`config.mk`:
```
export PLATFORM = sky130hd
export DESIGN_NAME = int_reg_read_stage
export DESIGN_NICKNAME = d
export VERILOG_FILES = /design/src/rtl/int_reg_read_stage_pkg.sv /design/src/rtl/int_reg_scoreboard.sv /design/src/rtl/int_reg_read_stage.sv
export SDC_FILE = /design/constraint.sdc
export NUM_CORES = 1
export LEC_CHECK = 0
export BUFFER_PORTS_ARGS = -buffer_cell sky130_fd_sc_hd__buf_2
export CAP_MARGIN = 20
export CORE_UTILIZATION = 49
export CTS_BUF_LIST = sky130_fd_sc_hd__clkbuf_16
export DETAILED_ROUTE_END_ITERATION = 8
export MAX_ROUTING_LAYER = met4
export PLACE_DENSITY = 0.78
export SKIP_LAST_GASP = 1
export SLEW_MARGIN = 20
export SYNTH_ARGS = -nofsm -noshare
export SYNTH_HDL_FRONTEND = slang
export SYNTH_SLANG_ARGS = --single-unit
```
`constraint.sdc`:
```
create_clock -name clk -period 2.7 [get_ports clk]
set_clock_uncertainty 0.15 [all_clocks]
set_input_delay 0.54 -clock clk [delete_from_list [all_inputs] [get_ports clk]]
set_output_delay 0.54 -clock clk [all_outputs]
set_load 0.02 [all_outputs]
```
`src/rtl/int_reg_read_stage_pkg.sv`:
```
// Shared types for the integer operand-read stage: register index, carried payload, zero index.
// Also holds the per-source operand select used by the stage.
package int_reg_read_stage_pkg;

   localparam int XLEN          = 32;
   localparam int REG_ADDR_W    = 5;
   localparam int REG_FILE_SIZE = 2**REG_ADDR_W;
   localparam int PAYLOAD_W     = 64;

   typedef logic [XLEN-1:0]       word_t;
   typedef logic [REG_ADDR_W-1:0] reg_addr_t;

   localparam reg_addr_t ZERO_REG = '0;

   typedef struct packed {
      logic [PAYLOAD_W-1:0] payload;
      reg_addr_t            rd;
      logic                 rd_en;
   } read_stage_payload_t;

   // x0 beats the bypass, the bypass beats the register file.
   function automatic word_t sel_operand(input reg_addr_t rs, input logic byp,
                                         input word_t wb_val, input word_t rf_val);
      if (rs == ZERO_REG) return '0;
      if (byp)            return wb_val;
      return rf_val;
   endfunction

endpackage

```
`src/rtl/int_reg_scoreboard.sv`:
```
// Per-register busy vector: set on issue, cleared by writeback or by flushing the held instruction.
// Next-state only; a set and a clear on the same register in one cycle leaves it busy.
// Lookups are combinational off the registered vector.
module int_reg_scoreboard
   import int_reg_read_stage_pkg::*;
(
   input  logic      clk,
   input  logic      rst,
   input  logic      set_en,
   input  reg_addr_t set_addr,
   input  logic      clr_en,
   input  reg_addr_t clr_addr,
   input  logic      flush_clr_en,
   input  reg_addr_t flush_clr_addr,
   input  reg_addr_t look_addr1,
   input  reg_addr_t look_addr2,
   input  reg_addr_t look_addr3,
   output logic      look_busy1,
   output logic      look_busy2,
   output logic      look_busy3
);

   logic [REG_FILE_SIZE-1:0] busy;
   logic [REG_FILE_SIZE-1:0] busy_nxt;

   always_comb begin
      busy_nxt = busy;
      if (clr_en)       busy_nxt[clr_addr]       = 1'b0;
      if (flush_clr_en) busy_nxt[flush_clr_addr] = 1'b0;
      if (set_en)       busy_nxt[set_addr]       = 1'b1;
      busy_nxt[ZERO_REG] = 1'b0;
   end

   always_ff @(posedge clk or negedge rst) begin
      if (!rst) busy <= '0;
      else      busy <= busy_nxt;
   end

   assign look_busy1 = busy[look_addr1];
   assign look_busy2 = busy[look_addr2];
   assign look_busy3 = busy[look_addr3];

endmodule

```
`src/rtl/int_reg_read_stage.sv`:
```
// Operand-read stage: register-file read, optional writeback bypass (INT_REG_READ_BYPASS_EN), RAW/WAW stall.
// Latency: 1 cycle accept-to-out_valid. Backpressure: valid/ready; in_ready drops on hazard, flush or full stage.
// Without INT_REG_READ_BYPASS_EN a register written this cycle stalls one more cycle and is read from the file.
module int_reg_read_stage
   import int_reg_read_stage_pkg::*;
#(
   parameter int XLEN       = int_reg_read_stage_pkg::XLEN,
   parameter int REG_ADDR_W = int_reg_read_stage_pkg::REG_ADDR_W,
   parameter int PAYLOAD_W  = int_reg_read_stage_pkg::PAYLOAD_W
)(
   input  logic                  clk,
   input  logic                  rst,
   input  logic                  in_valid,
   output logic                  in_ready,
   input  logic [REG_ADDR_W-1:0] in_rs1,
   input  logic [REG_ADDR_W-1:0] in_rs2,
   input  logic [REG_ADDR_W-1:0] in_rd,
   input  logic                  in_rd_en,
   input  logic [PAYLOAD_W-1:0]  in_payload,
   output logic [REG_ADDR_W-1:0] rf_read_addr1,
   output logic [REG_ADDR_W-1:0] rf_read_addr2,
   input  logic [XLEN-1:0]       rf_read_value1,
   input  logic [XLEN-1:0]       rf_read_value2,
   input  logic                  wb_valid,
   input  logic [REG_ADDR_W-1:0] wb_addr,
   input  logic [XLEN-1:0]       wb_value,
   input  logic                  flush,
   output logic                  out_valid,
   input  logic                  out_ready,
   output logic [XLEN-1:0]       out_src1,
   output logic [XLEN-1:0]       out_src2,
   output logic [REG_ADDR_W-1:0] out_rd,
   output logic                  out_rd_en,
   output logic [PAYLOAD_W-1:0]  out_payload
);

   logic                bypass1, bypass2, wb_hits_rd;
   logic                busy1, busy2, busy_rd;
   logic                hazard, accept;
   logic                out_valid_q;
   read_stage_payload_t out_q;
   word_t               src1_q, src2_q;

   assign rf_read_addr1 = in_rs1;
   assign rf_read_addr2 = in_rs2;

`ifdef INT_REG_READ_BYPASS_EN
   assign bypass1    = wb_valid && (wb_addr == in_rs1) && (in_rs1 != ZERO_REG);
   assign bypass2    = wb_valid && (wb_addr == in_rs2) && (in_rs2 != ZERO_REG);
   assign wb_hits_rd = wb_valid && (wb_addr == in_rd);
`else
   // Forced off: the operand mux folds down to the register-file path.
   assign bypass1    = 1'b0;
   assign bypass2    = 1'b0;
   assign wb_hits_rd = 1'b0;
`endif

   int_reg_scoreboard u_sb (
      .clk            (clk),
      .rst            (rst),
      .set_en         (accept && in_rd_en),
      .set_addr       (in_rd),
      .clr_en         (wb_valid),
      .clr_addr       (wb_addr),
      .flush_clr_en   (flush && out_valid_q && out_q.rd_en && !(wb_valid && wb_addr == out_q.rd)),
      .flush_clr_addr (out_q.rd),
      .look_addr1     (in_rs1),
      .look_addr2     (in_rs2),
      .look_addr3     (in_rd),
      .look_busy1     (busy1),
      .look_busy2     (busy2),
      .look_busy3     (busy_rd)
   );

   assign hazard   = (busy1 && !bypass1) || (busy2 && !bypass2) ||
                     (in_rd_en && busy_rd && !wb_hits_rd);
   assign in_ready = (!out_valid_q || out_ready) && !hazard && !flush;
   assign accept   = in_valid && in_ready;

   always_ff @(posedge clk or negedge rst) begin
      if (!rst) begin
         out_valid_q <= 1'b0;
         out_q       <= '0;
         src1_q      <= '0;
         src2_q      <= '0;
      end else if (accept) begin
         out_valid_q   <= 1'b1;
         out_q.payload <= in_payload;
         out_q.rd      <= in_rd;
         out_q.rd_en   <= in_rd_en;
         src1_q        <= sel_operand(in_rs1, bypass1, wb_value, rf_read_value1);
         src2_q        <= sel_operand(in_rs2, bypass2, wb_value, rf_read_value2);
      end else if (flush || out_ready) begin
         out_valid_q <= 1'b0;
      end
   end

   assign out_valid   = out_valid_q;
   assign out_src1    = src1_q;
   assign out_src2    = src2_q;
   assign out_rd      = out_q.rd;
   assign out_rd_en   = out_q.rd_en;
   assign out_payload = out_q.payload;

endmodule

```
After elaboration in Yosys (flattened, before gate mapping):

Cells that the tools add are included.

* register bits: 166
* input port bits: 187

* multiplexer cells: 31
* bitwise operators: 5
* reduce and logical (&&, ||, !) cells: 23
* eq/ne operators: 1
* $lt $le $gt $ge: 8

Operators with widths (count)
* $mux 32: 9
* $and 32x32->32: 2
* $not 32->32: 2
* $or 32x32->32: 1
* $lt 5x6->1 const B: 5
* $mux 1: 16
* $bmux 1 s5: 3
* $demux 1 s5: 3
* $ge 5x1->1 const B: 3
* $logic_and 1x1->1: 12
* $logic_not 5->1: 2
* $eq 5x5->1: 1
* $logic_not 1->1: 4
* $logic_or 1x1->1: 4
* $reduce_bool 2->1: 1

Logic depth before layout (Yosys ltp):

Gate-level depths: netlist of the first run.

* depth in word-level cells: 13
* gate-level depth with buffers: 11
* gate-level depth less buffers: 7

Hierarchy:

A second synthesis of the first run with hierarchy kept.

* cell total of the unflattened synthesis: 723
* area, all modules: 8279.2 sq um

Modules (own cells, without submodules)
* int_reg_read_stage: sequential area each 3378.2 sq um, area an instance 5724.2 sq um, times used 1, cells an instance 451
* int_reg_scoreboard: sequential area each 775.7 sq um, area an instance 2555.0 sq um, times used 1, cells an instance 272

Worst setup path before layout of the first run:

No wires, ideal clock.

* path type: input -> register
* from: input port in_rs2[1]
* to: register out_q, in the netlist out_payload[28]
* stages on the path: 10
* path slack: -0.432 ns
* data arrival time: 2.855 ns
* setup time: 0.128 ns
* data required time: 2.422 ns
* cells stage by stage: buf_2 mux4_2 mux2_2 nand3_1 nand4b_1 a2111oi_4 nand2_2 buf_6 buf_6 mux2_1

* word-level cells in the longest chain between the ends: 8

Ends and longest elaborated chain
* start, declared: RTL line int_reg_read_stage.sv:16 `input logic [REG_ADDR_W-1:0] in_rs2,`
* $bmux 1 s5: RTL line int_reg_scoreboard.sv:40 `assign look_busy2 = busy[look_addr2];`
* $mux 1 (not written as such): RTL line int_reg_scoreboard.sv:40
* $logic_or 1x1->1 (2 in series): RTL line int_reg_read_stage.sv:75 `assign hazard = (busy1 && !bypass1) || (busy2 && !bypass2) ||`
* $logic_not 1->1: RTL line int_reg_read_stage.sv:77 `assign in_ready = (!out_valid_q || out_ready) && !hazard && !flush;`
* $logic_and 1x1->1 (2 in series): RTL line int_reg_read_stage.sv:77
* via in_ready: RTL line int_reg_read_stage.sv:14 `output logic in_ready,`
* $logic_and 1x1->1: RTL line int_reg_read_stage.sv:78 `assign accept = in_valid && in_ready;`
* end, declared: RTL line int_reg_read_stage.sv:41 `read_stage_payload_t out_q;`

The timed path passes the listed nets, and every way through them passes these cells. The select of a mux whose other input is x is not followed.
A chain may end at the register's enable or synchronous reset.

Worst setup path after layout of the first run:

* from: register u_sb.busy[27]
* to: output port in_ready

* word-level cells in the longest chain between the ends: 7
* elaborated cells between the ends (all ways): 12
* classes of those cells: mux: 6; reduce/logical: 6

Ends and longest elaborated chain
* start, declared: RTL line int_reg_scoreboard.sv:23 `logic [REG_FILE_SIZE-1:0] busy;`
* start signal, assigned: RTL line int_reg_scoreboard.sv:36 `else busy <= busy_nxt;`
* $bmux 1 s5 (on tied branches): RTL line int_reg_scoreboard.sv:39, int_reg_scoreboard.sv:40, int_reg_scoreboard.sv:41
* $mux 1 (on tied branches): RTL line int_reg_scoreboard.sv:39, int_reg_scoreboard.sv:40, int_reg_scoreboard.sv:41
* $logic_or 1x1->1 or $logic_and 1x1->1 (tied branches): RTL line int_reg_read_stage.sv:75, int_reg_read_stage.sv:76
* $logic_or 1x1->1 *: RTL line int_reg_read_stage.sv:75
* $logic_not 1->1 *: RTL line int_reg_read_stage.sv:77
* $logic_and 1x1->1 * (2 in series): RTL line int_reg_read_stage.sv:77
* end, declared: RTL line int_reg_read_stage.sv:14

Every way passes the cells marked *; elsewhere a longest branch is shown, timed or not. The select of a mux whose other input is x is not followed.

==> results.sh, run 1 <==
export IMPL_gp_congestion=0.938
export IMPL_wl_mm=25.2
export IMPL_dp_hpwl_mm=17.2
export IMPL_ioPinCount=333
export IMPL_status="finished with violations"
export IMPL_first_pass_iters=5
export IMPL_yosysTopAreaCell="dfrtp_1"
export IMPL_crit_path_end_kind="output port"
export IMPL_hold_viol=0
export IMPL_grt_util_all_layers=0.309
export IMPL_worstSkewPairLatency_ps=420
export IMPL_dominantRegCellSynth="dfrtp_1"
export IMPL_max_clock_freq_mhz=324
export IMPL_coreArea_sq_um=16500
export IMPL_hold_path_class="input pin to register"
export IMPL_critPathRequiredTime_ps=2010
export IMPL_clkSinkCount=166
export IMPL_slew_violations=0
export IMPL_clock_path_buffers=2
export IMPL_start_util=0.499
export IMPL_power_leakage_nw=6.44
export IMPL_min_period_over_period=1.14
export IMPL_path_max_fanout=3
export IMPL_finalSetupViolCount=167
export IMPL_clkTransAtPathRegs_ps=70
export IMPL_critPathKind="register to output port"
export IMPL_powerDensity_nw_per_um2=764
export IMPL_p_total_w=0.00914
export IMPL_slew_headroom=0.317
export IMPL_viasPerCell=5.52
export IMPL_wl_per_cell_um=19.6
export IMPL_drc_errors=0
export IMPL_die_area_sq_um=17300
export IMPL_synth_most_common_cell="dfrtp_1"
export IMPL_fin_ws_ps=-388
export IMPL_cts_tree="done"
export IMPL_die_h_um=132
export IMPL_synth_edff_count=0
export IMPL_drt_iter0_drc=539
export IMPL_die_w_um=132
export IMPL_synth_top_area_share=0.504
export IMPL_violations="negative setup slack"
export IMPL_antenna_diode_count=0
export IMPL_synthTopCellsByArea="dfrtp_1, mux2i_1, mux2_4, mux2_2, nand2_1"
export IMPL_cts_root_buf="clkbuf_16"
export IMPL_max_cap_violations=0
export IMPL_drive_above_1_share=0.526
export IMPL_areaGrowthSynthToFinish_pct=45.3
export IMPL_rsz0062_at_grt="true"
export IMPL_tightest_slew_ps=1020
export IMPL_synthDistinctLibCells=45
export IMPL_final_nets=1243
export IMPL_arrival_ps=2400
export IMPL_synthesis_area_sq_um=8240
export IMPL_cts_htree_levels=4
export IMPL_cts_buffers=17
export IMPL_antenna_found_initial=0
export IMPL_grt_pass1_vias=7553
export IMPL_grt_max_degree=56
export IMPL_grt_pass1_wl_mm=39.9
export IMPL_period_needed_ps=3090
export IMPL_overflow=0
export IMPL_fin_util=0.724
export IMPL_ys_warnings_count=0
export IMPL_rows=47
export IMPL_ant_nets=0
export IMPL_synth_avg_cell_area_sq_um=12.0
export IMPL_ys_seq_area_frac=0.504
export IMPL_port_buffers=300
export IMPL_syn_inst=688
export IMPL_synthTopCellsByCount="dfrtp_1, mux2i_1, nand2_1"
export IMPL_ys_async_sr_fraction=1.00
export IMPL_ir_drop_v=0.000609
export IMPL_vias=7114
export IMPL_synth_seq_cells=166
export IMPL_syn_num_nets=875
export IMPL_worstSetupStartpointType="register"
cell usage in the layout (no fill, tap or decap), types with 14 or more instances in the layout:
cell type	instances
mux2_2	28
buf_4	66
clkbuf_16	17
nand2_1	75
o31ai_4	19
dfrtp_1	166
mux2_4	45
buf_12	18
nand3b_1	14
inv_1	71
buf_2	297
mux2i_1	83
o221ai_1	32
final cells by class:
class                      instances  area (sq um)
fill                            1118          4560
sequential                       166          4150
multi-input combinational        397          3910
timing repair buffer             404          2780
clock buffer                      17           425
tap                              220           275
inverter                          70           263
clock inverter                    15           168
cell families after synthesis:
logic type | after synthesis | synth area share
compound gates | 81 | 0.0816
simple gates | 139 | 0.0840
flops | 166 | 0.504
mux | 169 | 0.251
buf+inv | 128 | 0.0740
xor+xnor | 5 | 0.00531
stage by stage:
step	instances	TNS (ps)	hold WS (ps)	area (sq um)	setup WS, ps
finish	1289	-41560	192	12000	-388
detailed placement	1225	-79490	338	10400	-537
global placement	1225	-74620	321	10400	-507
floorplan	688	-45850	94.4	8300	-358
global route	1289	-61000	180	12000	-471
CTS	1289	-44380	176	12000	-390
state kept, by name (all words and copies together), names as in the netlist:
register     count
out_rd_en        1
out_src1        32
out_valid        1
out_rd           5
out_src2        32
u_sb.busy       31
out_payload     64
report_power, final:
group,total (W),internal (W),switching [W]
Clock,0.00248,0.00139,0.00109
Combinational,0.00316,0.00137,0.00179
Sequential,0.00350,0.00311,0.000391
Total,0.00914,0.00587,0.00327
per-layer routing:
layer / GRT usage / vias up / wire length (um)
li1: - / 3175 / -
met1: 0.356 / 3480 / 9480
met2: 0.519 / 371 / 13100
met3: 0.0544 / 88 / 1650
met4: 0.156 / 0 / 1030
met5: - / - / 0
what timing repair did:
| item | 4_1_cts | 5_1_grt |
|---|---|---|
| hold buffers | 1 | 0 |
| gates resized for setup | 86 | 4 |
| endpoints found under the hold margin | 52 | 0 |
| setup buffers | 18 | 1 |
| gates cloned | 13 | 0 |
| pin swaps | 2 | 0 |
| setup endpoints to repair | 152 | 167 |
critical path, cell delays in order (launching register included):
cell       delay, ps
dfrtp_1          380
buf_4            150
mux4_2           450
o211ai_1         190
nand4_1          270
a2111oi_4        260
buf_4            160
buf_6            120
path summary, 6_finish.rpt:
path | depth (start not counted) | endpoint | slack (ps) | start
worst max-delay path | 7 | in_ready | -390 | u_sb.busy[27]
worst min-delay path | 2 | out_payload[45] | 190 | in_payload[45]
worst max register to register | 12 | out_src2[31] | -320 | u_sb.busy[27]
worst min register to register | 1 | out_payload[8] | 350 | out_payload[8]
max in group asynchronous | 3 | out_src2[27] | 1190 | rst
min in group asynchronous | 2 | out_payload[60] | 520 | rst
Power figures use the tool's default switching activity.
==> run 2: changes to the inputs <==
--- a/config.mk
+++ b/config.mk
@@ -7,11 +7,11 @@
 export LEC_CHECK = 0
 export BUFFER_PORTS_ARGS = -buffer_cell sky130_fd_sc_hd__buf_2
 export CAP_MARGIN = 20
-export CORE_UTILIZATION = 49
+export CORE_UTILIZATION = 44
 export CTS_BUF_LIST = sky130_fd_sc_hd__clkbuf_16
 export DETAILED_ROUTE_END_ITERATION = 8
 export MAX_ROUTING_LAYER = met4
-export PLACE_DENSITY = 0.78
+export PLACE_DENSITY = 0.74
 export SKIP_LAST_GASP = 1
 export SLEW_MARGIN = 20
 export SYNTH_ARGS = -nofsm -noshare
==> constraint.sdc (replaced) <==
create_clock -name clk -period 2.6 [get_ports clk]
set_clock_uncertainty 0.15 [all_clocks]
set_input_delay 0.52 -clock clk [delete_from_list [all_inputs] [get_ports clk]]
set_output_delay 0.52 -clock clk [all_outputs]
set_load 0.02 [all_outputs]
==> results.sh, run 2 (synthesis gave the netlist of run 1 again) <==
export IMPL_worstSkewPairLatency_ps=420
export IMPL_final_nets=1253
export IMPL_cts_buffers=17
export IMPL_cts_root_buf="clkbuf_16"
export IMPL_fin_ws_ps=-548
export IMPL_critPathRequiredTime_ps=1930
export IMPL_die_w_um=139
export IMPL_overflow=0
export IMPL_mostFrequentLayoutCells="buf_2, dfrtp_1, buf_4, mux2i_1, nand2_1"
export IMPL_slew_headroom=0.546
export IMPL_min_period_over_period=1.21
export IMPL_antenna_found_initial=0
export IMPL_ioPinCount=333
export IMPL_worstSetupStartpointType="register"
export IMPL_met2WireLength_mm=13.4
export IMPL_grt_pass1_wl_mm=39.7
export IMPL_stdcell_count=1307
export IMPL_hold_path_class="input pin to register"
export IMPL_cts_tree="done"
export IMPL_drt_iter0_drc=511
export IMPL_clock_path_buffers=2
export IMPL_first_pass_iters=7
export IMPL_period_needed_ps=3150
export IMPL_die_area_sq_um=19300
export IMPL_dp_hpwl_mm=17.7
export IMPL_antenna_diode_count=0
export IMPL_max_clock_freq_mhz=318
export IMPL_violations="design-rule violations, negative setup slack"
export IMPL_met3_length_mm=1.72
export IMPL_grt_pass1_vias=7440
export IMPL_port_buffers=300
export IMPL_ir_drop_v=0.000655
export IMPL_ant_nets=0
export IMPL_areaGrowthSynthToFinish_pct=43.6
export IMPL_vias=7097
export IMPL_wl_mm=26.1
export IMPL_drt_met1_wl_mm=10.3
export IMPL_coreArea_sq_um=18100
export IMPL_powerDensity_nw_per_um2=805
export IMPL_critPathKind="register to output port"
export IMPL_crit_path_end_kind="output port"
export IMPL_drive_above_1_share=0.531
export IMPL_largest_reg_flops=64
export IMPL_clkTransAtPathRegs_ps=70
export IMPL_start_util=0.454
export IMPL_gp_congestion=0.989
export IMPL_status="finished with violations"
export IMPL_max_cap_violations=0
export IMPL_clkSinkCount=166
export IMPL_path_max_fanout=3
export IMPL_power_leakage_nw=6.46
export IMPL_grt_util_all_layers=0.275
export IMPL_r2r_slack_ps=-480
export IMPL_slew_violations=0
export IMPL_arrival_ps=2480
export IMPL_setup_tns_ps=-61510
export IMPL_finalSetupViolCount=167
export IMPL_hold_viol=0
export IMPL_rsz0062_at_grt="true"
export IMPL_rows=49
export IMPL_dp_cells=1250
export IMPL_maxUsedRoutingLayer="met4"
export IMPL_drc_errors=13
export IMPL_tightest_slew_ps=679
export IMPL_final_common_cell="buf_2"
export IMPL_die_h_um=139
export IMPL_wl_per_cell_um=20.0
export IMPL_hold_worst_slack_ps=160
export IMPL_grt_max_degree=65
export IMPL_viasPerCell=5.43
export IMPL_cts_htree_levels=4
==> run 2: changes by cell type in the layout (fill, tap and decap cells not counted), moves of 3 or more <==
cell,change
buf_8,-5
o31ai_4,-18
buf_12,-8
o31ai_2,+18
buf_16,-3
clkbuf_16,+5
buf_4,+22
==> run 2: critical path, cell delays in order (launching register included) <==
cell and delay [ps]:
dfrtp_1 450, mux4_2 490, mux2_4 290, nand3_2 50, nand4b_1 130, a2111oi_4 340, buf_4 190, buf_6 120
==> run 2: repair_timing <==
item                                    in CTS  in global routing
endpoints found under the hold margin       58                  0
setup buffers                                6                  6
endpoints found under the setup margin     167                167
resized for setup                           21                 29
gates cloned                                 7                  6
pin swaps                                    4                  3
hold buffers                                 1                  0
==> run 2: routing by layer <==
layer / vias up / GRT usage
met3: 67 / 0.0501
li1: 3189 / -
met5: - / -
met1: 3473 / 0.329
met2: 368 / 0.468
met4: 0 / 0.0947
==> run 2: worst paths after layout <==
path	start	to	cells past startpoint
worst min register to register	out_payload[62]	out_payload[62]	1
worst min-delay path	in_payload[61]	out_payload[61]	2
worst max register to register	u_sb.busy[25]	out_src2[30]	11
max in group asynchronous	rst	out_payload[58]	3
worst max-delay path	u_sb.busy[25]	in_ready	7
min in group asynchronous	rst	out_payload[14]	2
==> run 2: final cells by class <==
class,instances,area (sq um)
clock buffer,17,425
clock inverter,14,189
fill,1396,6320
inverter,70,263
multi-input combinational,396,3710
sequential,166,4160
tap,229,287
timing repair buffer,415,2800
==> run 2: metrics by stage <==
step           setup slack (ps)   util  cell area [sq um]  power, W
6_report                   -548  0.652              11800   0.00952
5_1_grt                    -600  0.652              11800   0.00994
4_1_cts                    -510  0.634              11500   0.00949
3_5_place_dp               -814  0.579              10500   0.00670
3_3_place_gp               -766  0.579              10500   0.00661
2_1_floorplan              -438      -               8300   0.00544
==> run 2: power breakdown <==
group	total, W	switching, W	leakage (nW)	internal, W
sequential	0.00362	0.000399	2.00	0.00322
clock	0.00267	0.00113	0.306	0.00154
combinational	0.00323	0.00183	4.15	0.00140
==> run 3: changes to the inputs <==
--- a/config.mk
+++ b/config.mk
@@ -7,11 +7,12 @@
 export LEC_CHECK = 0
 export BUFFER_PORTS_ARGS = -buffer_cell sky130_fd_sc_hd__buf_2
 export CAP_MARGIN = 20
-export CORE_UTILIZATION = 44
+export CORE_AREA = 2 2 128 130
 export CTS_BUF_LIST = sky130_fd_sc_hd__clkbuf_16
 export DETAILED_ROUTE_END_ITERATION = 8
+export DIE_AREA = 0 0 130 132
 export MAX_ROUTING_LAYER = met4
-export PLACE_DENSITY = 0.74
+export PLACE_DENSITY = 0.83
 export SKIP_LAST_GASP = 1
 export SLEW_MARGIN = 20
 export SYNTH_ARGS = -nofsm -noshare
==> constraint.sdc (replaced) <==
create_clock -name clk -period 3.8 [get_ports clk]
set_clock_uncertainty 0.15 [all_clocks]
set_input_delay 0.57 -clock clk [delete_from_list [all_inputs] [get_ports clk]]
set_output_delay 0.57 -clock clk [all_outputs]
set_load 0.02 [all_outputs]
==> results.sh, run 3 (synthesis gave the netlist of run 1 again) <==
export IMPL_crit_family="compound AO/OA/AOI/OAI gates"
export IMPL_dp_hpwl_mm=16.3
export IMPL_cp_buffers_inverters=2
export IMPL_finalSetupViolCount=0
export IMPL_multi_input_area_sq_um=3490
export IMPL_wl_mm=22.7
export IMPL_wl_per_cell_um=18.9
export IMPL_slew_violations=0
export IMPL_fin_util=0.664
export IMPL_final_nets=1150
export IMPL_vias=6596
export IMPL_coreArea_sq_um=15700
export IMPL_cts_htree_levels=4
export IMPL_reg2regPathDepth=7
export IMPL_power_leakage_nw=5.70
export IMPL_worstSetupStartpointType="input pin"
export IMPL_antenna_found_initial=5
export IMPL_cts_hold_buf=0
export IMPL_areaGrowthSynthToFinish_pct=26.7
export IMPL_die_h_um=132
export IMPL_critPathMaxStageDelay_ps=580
export IMPL_worstSkewPairLatency_ps=420
export IMPL_cp_startpoint="in_rd[1]"
export IMPL_cts_buffers=17
export IMPL_ant_nets=0
export IMPL_slew_headroom=0.404
export IMPL_ioPinCount=333
export IMPL_crit_end="in_ready"
export IMPL_largest_reg_flops=64
export IMPL_max_cap_violations=0
export IMPL_setup_tns_ps=0
export IMPL_cp_cell_sequence="buf_2, mux2i_1, o22ai_1, nor4_1, o221ai_1, a2111oi_4, buf_2"
export IMPL_clock_path_buffers=2
export IMPL_cts_tree="done"
export IMPL_first_pass_iters=5
export IMPL_ir_drop_v=0.000437
export IMPL_drt_iter0_drc=616
export IMPL_timing_rr_end="u_sb.busy[10]"
export IMPL_hold_viol=0
export IMPL_status="completed"
export IMPL_overflow=0
export IMPL_rsz0062_at_grt="false"
export IMPL_rr_startpoint="u_sb.busy[27]"
export IMPL_crit_cells=7
export IMPL_die_area_sq_um=17200
export IMPL_hold_path_class="input pin to async pin"
export IMPL_seqCellArea_sq_um=4150
export IMPL_viasPerCell=5.52
export IMPL_grt_util_all_layers=0.276
export IMPL_critPathRequiredTime_ps=3080
export IMPL_die_w_um=130
export IMPL_port_buffers=300
export IMPL_cts_resized_gates=0
export IMPL_clkTransAtPathRegs_ps=70
export IMPL_max_clock_freq_mhz=294
export IMPL_grt_pass1_wl_mm=35.3
export IMPL_tightest_slew_ps=894
export IMPL_start_util=0.524
export IMPL_critPathKind="input pin to output port"
export IMPL_crit_top_cell="buf_2"
export IMPL_clkSinkCount=166
export IMPL_gp_congestion=0.949
export IMPL_final_common_cell="buf_2"
export IMPL_r2r_slack_ps=660
export IMPL_cp_slowest_cell="a2111oi_4"
export IMPL_min_period_over_period=0.896
export IMPL_postCtsSetupBuffers=0
export IMPL_path_max_fanout=20
export IMPL_mostFrequentLayoutCells="buf_2, dfrtp_1, mux2i_1, nand2_1, inv_1"
export IMPL_drc_errors=0
export IMPL_powerDensity_nw_per_um2=586
export IMPL_period_needed_ps=3400
export IMPL_arrival_ps=2680
export IMPL_cts_root_buf="clkbuf_16"
export IMPL_crit_path_end_kind="output port"
export IMPL_fillers=1232
export IMPL_drive_above_1_share=0.444
export IMPL_rows=46
export IMPL_grt_max_degree=114
export IMPL_grt_pass1_vias=6913
run 3: worst reg2reg max path, cell delays in order, from the launching register on:
cell and delay, ps:
dfrtp_1 450, mux4_2 500, o211ai_1 200, nand4_1 250
a2111oi_4 530, nand2_8 310, buf_4 340, o31ai_1 300
run 3: power breakdown:
| part | switching [W] | internal (W) |
|---|---|---|
| sequential | 0.000297 | 0.00221 |
| clock | 0.000758 | 0.000920 |
| combinational | 0.00115 | 0.000794 |
| total | 0.00220 | 0.00392 |
run 3: area by class of cell:
class | instances | share of cell area
sequential | 166 | 0.398
multi-input combinational | 394 | 0.334
timing repair buffer | 314 | 0.161
clock buffer | 17 | 0.0408
tap | 216 | 0.0259
inverter | 70 | 0.0252
clock inverter | 14 | 0.0140
antenna | 5 | 0.00120
run 3: per-stage QoR:
step                instance area (sq um)  setup WS [ps]  instances  hold WS, ps  power (W)
global placement                     9850            188       1160          319    0.00440
CTS                                 10400            408       1191          187    0.00617
detailed placement                   9850            162       1160          326    0.00447
finish                              10400            396       1196         85.6    0.00612
global route                        10400            275       1196          198    0.00641
floorplan                            8240            638        688          124    0.00370
run 3: worst min path at each step:
stage / end / slack (ps) / cells after the start
2_1_floorplan: out_payload[0] / 120 / 0
3_3_place_gp: out_payload[38] / 320 / 1
3_5_place_dp: out_payload[60] / 330 / 1
4_1_cts: out_payload[13] / 190 / 1
5_1_grt: out_src2[16] / 200 / 1
6_report: out_src2[9] / 90 / 1
run 3: layer usage:
layer	up-vias	share of wire	global-route usage
met1	3207	0.38	0.318
met2	352	0.51	0.454
met4	0	0.026	0.109
met3	53	0.082	0.0771
li1	2984	-	-
met5	-	0	-
